--- src/rtl/nn_mem_pkg.sv ---
// nn_mem_pkg: region map, region/state types and bank sizing helper shared by nn_mem_mgr.
package nn_mem_pkg;
  localparam logic [9:0] ND_BASE = 10'h000;
  localparam logic [9:0] WT_BASE = 10'h100;
  localparam logic [9:0] BS_BASE = 10'h200;
  typedef enum logic [1:0] {ND, WT, BS, INV} region_e;
  typedef logic state_t;
  localparam state_t IDLE = 1'b0;
  localparam state_t RESP = 1'b1;
  function automatic int aw_of(input int d);
    return d > 1 ? $clog2(d) : 1;
  endfunction
endpackage

--- src/rtl/nn_mem_bank.sv ---
// nn_mem_bank: unreset register array with one synchronous write port and an asynchronous read port.
module nn_mem_bank
  import nn_mem_pkg::*;
#(
  parameter int DATA_W = 16,
  parameter int DEPTH = 8,
  parameter int AW = aw_of(DEPTH)
) (
  input  logic              clk,
  input  logic              we_i,
  input  logic [AW-1:0]     waddr_i,
  input  logic [DATA_W-1:0] wdata_i,
  input  logic [AW-1:0]     raddr_i,
  output logic [DATA_W-1:0] rdata_o
);
  logic [DATA_W-1:0] mem_q [DEPTH];
  always_ff @(posedge clk)
    if (we_i) mem_q[waddr_i] <= wdata_i;
  assign rdata_o = mem_q[raddr_i];
endmodule

--- src/rtl/nn_mem_mgr.sv ---
// nn_mem_mgr: request/response front end over neuron, weight and bias banks.
// Define NN_MEM_MGR_BURST_EN to enable multi-beat read bursts driven by req_len.
module nn_mem_mgr
  import nn_mem_pkg::*;
#(
  parameter int DATA_W = 16,
  parameter int ADDR_W = 16,
  parameter int ND_DEPTH = 8,
  parameter int WT_DEPTH = 32,
  parameter int BS_DEPTH = 8
) (
  input  logic              clk,
  input  logic              rst,
  input  logic              req_valid,
  output logic              req_ready,
  input  logic              req_we,
  input  logic [ADDR_W-1:0] req_addr,
  input  logic [DATA_W-1:0] req_wdata,
  input  logic [7:0]        req_len,
  output logic              resp_valid,
  input  logic              resp_ready,
  output logic [DATA_W-1:0] resp_data,
  output logic              resp_err,
  output logic              resp_last,
  output logic [7:0]        err_count
);
  localparam int HW = ADDR_W - 8;
  localparam int ND_AW = aw_of(ND_DEPTH);
  localparam int WT_AW = aw_of(WT_DEPTH);
  localparam int BS_AW = aw_of(BS_DEPTH);
  localparam logic [HW-1:0] ND_SEL = HW'(ND_BASE[9:8]);
  localparam logic [HW-1:0] WT_SEL = HW'(WT_BASE[9:8]);
  localparam logic [HW-1:0] BS_SEL = HW'(BS_BASE[9:8]);
  function automatic region_e rgn_of(input logic [HW-1:0] h);
    return h == ND_SEL ? ND : h == WT_SEL ? WT : h == BS_SEL ? BS : INV;
  endfunction
  function automatic logic ok_of(input region_e r, input logic [7:0] i);
    return r == ND ? int'(i) < ND_DEPTH : r == WT ? int'(i) < WT_DEPTH : r == BS ? int'(i) < BS_DEPTH : 1'b0;
  endfunction
  state_t state_d, state_q;
  logic [ADDR_W-1:0] addr_d, addr_q;
  logic we_d, we_q;
  logic [7:0] err_d, err_q;
  logic [DATA_W-1:0] nd_rd, wt_rd, bs_rd, rd_mux;
  region_e req_rgn, cur_rgn;
  logic req_ok, cur_ok, accept, hs, wr_ok;
  assign req_rgn = rgn_of(req_addr[ADDR_W-1:8]);
  assign cur_rgn = rgn_of(addr_q[ADDR_W-1:8]);
  assign req_ok = ok_of(req_rgn, req_addr[7:0]);
  assign cur_ok = ok_of(cur_rgn, addr_q[7:0]);
  assign req_ready = state_q == IDLE;
  assign resp_valid = state_q == RESP;
  assign accept = req_valid && req_ready;
  assign hs = resp_valid && resp_ready;
  assign wr_ok = accept && req_we && req_ok;
  nn_mem_bank #(.DATA_W(DATA_W), .DEPTH(ND_DEPTH)) u_nd (
    .clk(clk), .we_i(wr_ok && req_rgn == ND), .waddr_i(req_addr[ND_AW-1:0]),
    .wdata_i(req_wdata), .raddr_i(addr_q[ND_AW-1:0]), .rdata_o(nd_rd));
  nn_mem_bank #(.DATA_W(DATA_W), .DEPTH(WT_DEPTH)) u_wt (
    .clk(clk), .we_i(wr_ok && req_rgn == WT), .waddr_i(req_addr[WT_AW-1:0]),
    .wdata_i(req_wdata), .raddr_i(addr_q[WT_AW-1:0]), .rdata_o(wt_rd));
  nn_mem_bank #(.DATA_W(DATA_W), .DEPTH(BS_DEPTH)) u_bs (
    .clk(clk), .we_i(wr_ok && req_rgn == BS), .waddr_i(req_addr[BS_AW-1:0]),
    .wdata_i(req_wdata), .raddr_i(addr_q[BS_AW-1:0]), .rdata_o(bs_rd));
  assign rd_mux = cur_rgn == ND ? nd_rd : cur_rgn == WT ? wt_rd : bs_rd;
  assign resp_err = resp_valid && !cur_ok;
  assign resp_data = resp_valid && !we_q && cur_ok ? rd_mux : '0;
  assign err_count = err_q;
`ifdef NN_MEM_MGR_BURST_EN
  logic [7:0] cnt_d, cnt_q;
  assign resp_last = resp_valid && (we_q || !cur_ok || cnt_q == 8'd0);
  always_comb cnt_d = accept ? req_len : hs ? cnt_q - 8'd1 : cnt_q;
  always_ff @(posedge clk or posedge rst)
    if (rst) cnt_q <= 8'd0;
    else cnt_q <= cnt_d;
`else
  logic unused_len;
  assign unused_len = ^req_len;
  assign resp_last = resp_valid;
`endif
  always_comb begin
    state_d = accept ? RESP : hs && resp_last ? IDLE : state_q;
    addr_d = accept ? req_addr : hs ? addr_q + ADDR_W'(1) : addr_q;
    we_d = accept ? req_we : we_q;
    err_d = hs && resp_err && err_q != 8'hFF ? err_q + 8'd1 : err_q;
  end
  always_ff @(posedge clk or posedge rst)
    if (rst) begin
      state_q <= IDLE;
      addr_q <= '0;
      we_q <= 1'b0;
      err_q <= 8'd0;
    end else begin
      state_q <= state_d;
      addr_q <= addr_d;
      we_q <= we_d;
      err_q <= err_d;
    end
endmodule
--- config.mk ---
export PLATFORM = sky130hd
export DESIGN_NAME = nn_mem_mgr
export DESIGN_NICKNAME = d
export VERILOG_FILES = /design/src/rtl/nn_mem_pkg.sv /design/src/rtl/nn_mem_bank.sv /design/src/rtl/nn_mem_mgr.sv
export SDC_FILE = /design/constraint.sdc
export NUM_CORES = 1
export LEC_CHECK = 0
export CAP_MARGIN = 20
export CORE_UTILIZATION = 66
export DETAILED_ROUTE_END_ITERATION = 7
export GPL_TIMING_DRIVEN = 0
export PLACE_DENSITY_LB_ADDON = 0.15
export SYNTH_ARGS = -nofsm -noshare
export SYNTH_HDL_FRONTEND = slang
export SYNTH_HIERARCHICAL = 1
export SYNTH_SLANG_ARGS = --single-unit
--- constraint.sdc ---
create_clock -name clk -period 5.2 [get_ports clk]
set_input_delay 0.78 -clock clk [delete_from_list [all_inputs] [get_ports clk]]
set_output_delay 0.78 -clock clk [all_outputs]
set_load 0.02 [all_outputs]
**Word level (Yosys, flattened, before mapping)**

Memories as Yosys holds them, arrays and structs flattened.
Index checks and enable logic that the tools add are counted.

- Bitwise operators: 1
- Add/subtract/negate cells: 2
- Reductions and logical operators: 21
- Equal/unequal tests: 9
- Order comparisons: 4
- Multiplexer cells: 25

Operator list:

| operator | number |
|---|---|
| $mux W16 | 5 |
| $add A16 B1 Y16 const B | 1 |
| $eq A8 B1 Y1 const B | 2 |
| $eq A8 B2 Y1 const B | 2 |
| $logic_not A8 Y1 | 2 |
| $lt A8 B4 Y1 const B | 2 |
| $lt A8 B6 Y1 const B | 2 |
| $mux W1 | 16 |
| $logic_and A1 B1 Y1 | 13 |
| $add A8 B1 Y8 const B | 1 |
| $mux W2 | 4 |
| $ne A8 B8 Y1 const B | 1 |
| $eq A2 B1 Y1 const B | 2 |
| $eq A2 B2 Y1 const B | 2 |
| $logic_not A2 Y1 | 2 |
| $reduce_bool A2 Y1 | 2 |
| $logic_not A1 Y1 | 2 |
| $not A1 Y1 | 1 |

- Bits in writable memories: 768
- Memories kept: 3
- Bits of input ports: 45
- Bits in registers: 26
- Output and inout port bits: 28
- Word-level logic and storage cells: 69

Memory list:

| name | depth | width | rd ports | clocked after memory_dff | wr ports | RTL line | text |
|---|---|---|---|---|---|---|---|
| u_wt.mem_q | 32 | 16 | 1 | 0 | 1 | nn_mem_bank.sv:16 | `logic [DATA_W-1:0] mem_q [DEPTH];` |
| u_bs.mem_q | 8 | 16 | 1 | 0 | 1 | nn_mem_bank.sv:16 |  |
| u_nd.mem_q | 8 | 16 | 1 | 0 | 1 | nn_mem_bank.sv:16 |  |

**Longest topological paths before layout**

- Word-level depth: 12
- Gate-level depth with buffers: 10
- Mapped depth without buffers: 7

**Cells and area by module**

Netlist, hierarchy kept.

Modules (own cells, without submodules):

| module | instances | cells an instance | sequential area each (um^2) | area each (um^2) |
|---|---|---|---|---|
| nn_mem_bank (u_wt) | 1 | 1127 | 15374.7 | 20215.6 |
| nn_mem_bank (u_bs ...) | 2 | 198 | 3843.7 | 4973.5 |
| nn_mem_mgr | 1 | 217 | 650.6 | 1896.8 |

**Least setup slack after synthesis**

No wires, ideal clock.

- Path kind: input -> register
- From: input req_addr[13]
- To: memory u_bs.mem_q[0][0] (enable)
- Path slack: 1.836 ns
- Stages: 6
- Path buffers: 0
- Data required time: 4.791 ns
- Arrival time: 2.955 ns
- Setup time: 0.409 ns
- Cell sequence: nor4_1 -> nand4_1 -> or4_1 -> nor2_1 -> nand2b_1 -> nor3_1

- Longest elaborated chain between the ends: 12
- Elaborated cells on any way between the ends: 16
- Classes of those cells: eq/ne: 4; mux: 8; reduce/logical: 4

Ends and longest elaborated chain:

| item | RTL line | text |
|---|---|---|
| start: declaration | nn_mem_mgr.sv:17 | `input logic [ADDR_W-1:0] req_addr,` |
| $eq A8 B2 Y1 | nn_mem_mgr.sv:35 | `return h == ND_SEL ? ND : h == WT_SEL ? WT : h == BS_SEL ? BS : INV;` |
| $mux W1 | nn_mem_mgr.sv:35 |  |
| $mux W2 | nn_mem_mgr.sv:35 |  |
| $mux W2 (*) | nn_mem_mgr.sv:35 |  |
| $eq A2 B2 Y1 | nn_mem_mgr.sv:38, nn_mem_mgr.sv:63 |  |
| $mux W1 (3 in series) | nn_mem_mgr.sv:38 | `return r == ND ? int'(i) < ND_DEPTH : r == WT ? int'(i) < WT_DEPTH : r == BS ? int'(i) < BS_DEPTH : 1'b0;` |
| $logic_and A1 B1 Y1 | nn_mem_mgr.sv:55 | `assign wr_ok = accept && req_we && req_ok;` |
| $logic_and A1 B1 Y1 (*) | nn_mem_mgr.sv:63 | `.clk(clk), .we_i(wr_ok && req_rgn == BS), .waddr_i(req_addr[BS_AW-1:0]),` |
| $mux W1 (*) | nn_mem_bank.sv:18 | `if (we_i) mem_q[waddr_i] <= wdata_i;` |
| $mux W1 (not written as such) (*) | nn_mem_bank.sv:18 |  |
| end: declaration | nn_mem_bank.sv:16 |  |

Mark *: on every way between the ends. The rest lies on a longest branch, timed or not.

**Worst setup path after layout**

- From: register addr_q[0]
- To: output resp_data[12]

- Elaborated cells on any way between the ends: 12
- Classes of those cells: order compare: 2; mux: 6; reduce/logical: 1; memory: 3

RTL lines:

| item | RTL line | text |
|---|---|---|
| start: declaration | nn_mem_mgr.sv:41 | `logic [ADDR_W-1:0] addr_d, addr_q;` |
| start signal: assignment | nn_mem_mgr.sv:95 | `addr_q <= addr_d;` |
| $mem_v2 Z32 W16 | - |  |
| via wt_rd[12] | nn_mem_mgr.sv:44 | `logic [DATA_W-1:0] nd_rd, wt_rd, bs_rd, rd_mux;` |
| $mux W16 (2 in series) | nn_mem_mgr.sv:65 | `assign rd_mux = cur_rgn == ND ? nd_rd : cur_rgn == WT ? wt_rd : bs_rd;` |
| $mux W16 | nn_mem_mgr.sv:67 | `assign resp_data = resp_valid && !we_q && cur_ok ? rd_mux : '0;` |
| end: declaration | nn_mem_mgr.sv:22 | `output logic [DATA_W-1:0] resp_data,` |

The timed path passes the listed nets, and every way through them passes these cells.

==> metrics <==
status=complete, no violations; CP Class=reg -> out; syn_area_per_cell=18.42 um^2; CP delay by family, top=buffers and inverters; Iter 0 DRT Violations=2018; f_max=0.2037 GHz; # DRC=0; Req. time, crit path=4.42 ns; Critical Path Fanout Max=10; Synth area leaders=edfxtp_1 (72%), mux2i_1 (8.5%), mux4_1 (4.6%); uppermost layer routed=met4; Initial Util=67.01%; Critical Path Stages=11; Routability Congestion=0.9300; GRT overflow=0; Seq pwr share=43.1%; total CTS buffers=77; Critical Path End=resp_data[12]; IO buf count=64; VDD IR max=0.3397 mV; area grow syn2layout=13.68%; Critical path buffers and inverters=4; Max-Cap Viols=0; largest area contributor in the netlist=edfxtp_1; Final setup viols=0; antenna cell count=0; Internal=11.71 mW; Sw Ratio=29.96%; Seq/Total Area, Yosys=73.96%; R2R Setup Slk=1.44 ns; Synth Instances=1740; slowest stage cell, crit path=clkdlybuf4s50_1; Num Clock Sinks=794; first-pass GRT wire length=111000 um; Ys Warns=6; Die Wd=222.4 um; # rows=80; crit path launch=addr_q[0]; largest net degree at the start of global routing=49; M1 wire length=31210 um; Reg-to-Reg End=u_wt/mem_q[4][3]; final hold violations=0; min Tclk post-route=4.910 ns; combinational share of power=25.5%; Finished Cell Area=36450 um^2; Tcrit/Tclk final=94.43%; post-DR wirelength/cell=29.67 um; root buf cell=clkbuf_16; clock group share of total power=31.4%; Slew Viols, Final=0; worst path arrival time=4.13 ns; share of cells above drive strength 1=15.82%; Max stage delay on crit path=0.69 ns; cell leakage power=12.80 nW; Worst-Skew Late Latency=0.61 ns; vias per cell=6.741; Worst setup EP type=primary output; Mapped Area=32060 um^2; Commonest cells post-synth=edfxtp_1 (768), mux2i_1 (272), nor2_1 (73), a22oi_1 (65), nand2_1 (58); met3 wire len=7458 um; Die Height=222.4 um; All-Layer GR Usage=31.61%; Hold/Removal Path Class=in -> reg; NumNets Final=1975; Post-synth top flop=edfxtp_1; vias in the first global route=16969; Top Ports=73; Synth async-reset ratio=3.275%; top-count cell post-synth=edfxtp_1; CP startpoint kind=flop; R2R Path Start=resp_last; initial antenna violation count=0; Cell Pwr Density=458.6 nW/um^2; routed via count=17567; post-synth top area share=71.94%; antenna viol nets, final=0; Post-synth EDFFs=768; CTS Buffer Depth=3; worst reg2reg path depth=8; area of the die=49460 um^2; Worst-Margin Slew=1.097 ns; H-tree depth=3; first-pass iteration count of the detailed router=6; met2 routed wirelength=36250 um; Syn Nets=1787; Placed Area=34060 um^2; CTS tree=done; Clock transition at path regs=0.06 ns; clk_skew=0.03185 ns; worst relative slew slack=26.87%; sw power=5.007 mW; Post-Route WL=77330 um; DP HPWL=49750 um; critical-path cell list=buf_4, buf_12, buf_12, mux2i_1, a22o_1, nor3_1, a31oi_1, nand3_1, mux2i_1, a211oi_1, clkdlybuf4s50_1; core footprint=47850 um^2; unrepaired setup endpoints after global routing=false; post-synthesis register bit count=794; setup TNS=0 ns; unique cell type count in the Yosys netlist=55
## flip-flops by register name, indices dropped and copies added, names as in the netlist
signal / count
addr_q: 16
err_count: 8
resp_last: 1
u_bs/mem_q: 128
u_nd/mem_q: 128
u_wt/mem_q: 512
we_q: 1
## metrics by stage
step                hold slack [ns]  power (mW)  instances  worst slack, ns  utilization, %
global route                 0.4022       17.14       2606           0.2276           76.17
global placement             0.4868       11.36       2419         -0.04243           69.95
detailed placement           0.4774       11.44       2463           0.6781           71.18
floorplan                    0.4463       9.948       1740            1.836               -
finish                       0.4207       16.71       2606           0.2899           76.17
CTS                          0.3892       16.68       2605           0.1945           76.11
## layout make-up
class,instances,area (um^2)
Timing Repair Buffer,109,1185
Clock buffer,102,2083
Clock inverter,40,275.3
Tap cell,615,769.5
Buffer,101,755.7
Multi-Input combinational cell,840,7645
Sequential cell,794,23710
Inverter,5,18.77
Fill cell,2636,11400
## power groups by stage
stage | clock (mW) | combinational [mW] | sequential, mW
after floorplan | 0 | 2.63 | 7.32
after global placement | 0 | 4.02 | 7.34
after detailed placement | 0 | 4.11 | 7.33
after CTS | 5.32 | 4.16 | 7.20
after global routing | 5.54 | 4.39 | 7.21
final | 5.25 | 4.26 | 7.21
## layer usage
metal / up-vias / GRT usage [%]
li1: 7463 / -
met1: 8990 / 46.75
met2: 982 / 48.43
met3: 132 / 5.223
met4: 0 / 11.55
met5: - / 0
## repair_timing
| action | 4_1_cts | 5_1_grt |
|---|---|---|
| endpoints found under the setup margin | 0 | 1 |
| resized for setup | 0 | 1 |
| hold buffers | 0 | 0 |
| setup buffers | 0 | 0 |
## worst min-delay path by stage
| stage | startpoint | endpoint | slack, ns | cells past startpoint |
|---|---|---|---|---|
| after floorplan | we_q | we_q | 0.45 | 2 |
| after global placement | err_count[7] | err_count[7] | 0.49 | 1 |
| after detailed placement | we_q | we_q | 0.48 | 2 |
| after CTS | req_wdata[5] | u_wt/mem_q[18][5] | 0.39 | 1 |
| after global routing | req_wdata[5] | u_wt/mem_q[18][5] | 0.40 | 1 |
| final | req_wdata[5] | u_wt/mem_q[18][5] | 0.42 | 1 |
## placed cells by master, fill, tap and decap left out, types with 7 or more instances in the layout
master and n:
edfxtp_1 768, mux2i_1 272, clkbuf_16 79, a22oi_1 65, nand2_1 58, mux4_1 56
nor2_1 52, clkdlybuf4s50_1 48, nand3_1 44, buf_2 42, clkbuf_1 38, mux2_2 33
buf_4 32, a21oi_1 32, a22o_1 32, buf_6 30, dfrtp_1 25, nand4_1 22
nor2_2 21, nor3_1 20, clkinv_1 19, a31oi_1 18, a211oi_1 17, buf_8 15
clkinv_2 11, buf_12 10, nand2b_1 9, o311ai_0 8, o211ai_1 8, buf_1 8
mux4_2 8, xor2_1 7
## logic make-up (layout without fill, tap and decap cells)
logic type      Yosys count  after routing  synth area share (%)
fa+ha+maj                 2              2               0.07804
simple gates            271            271                 4.238
mux                     369            369                 14.80
compound gates          191            191                 4.309
flops                   794            794                 73.96
buf+inv                 106            357                 2.416
xor+xnor                  7              7                0.1912
Note: power is estimated with default switching activity, not from simulation.
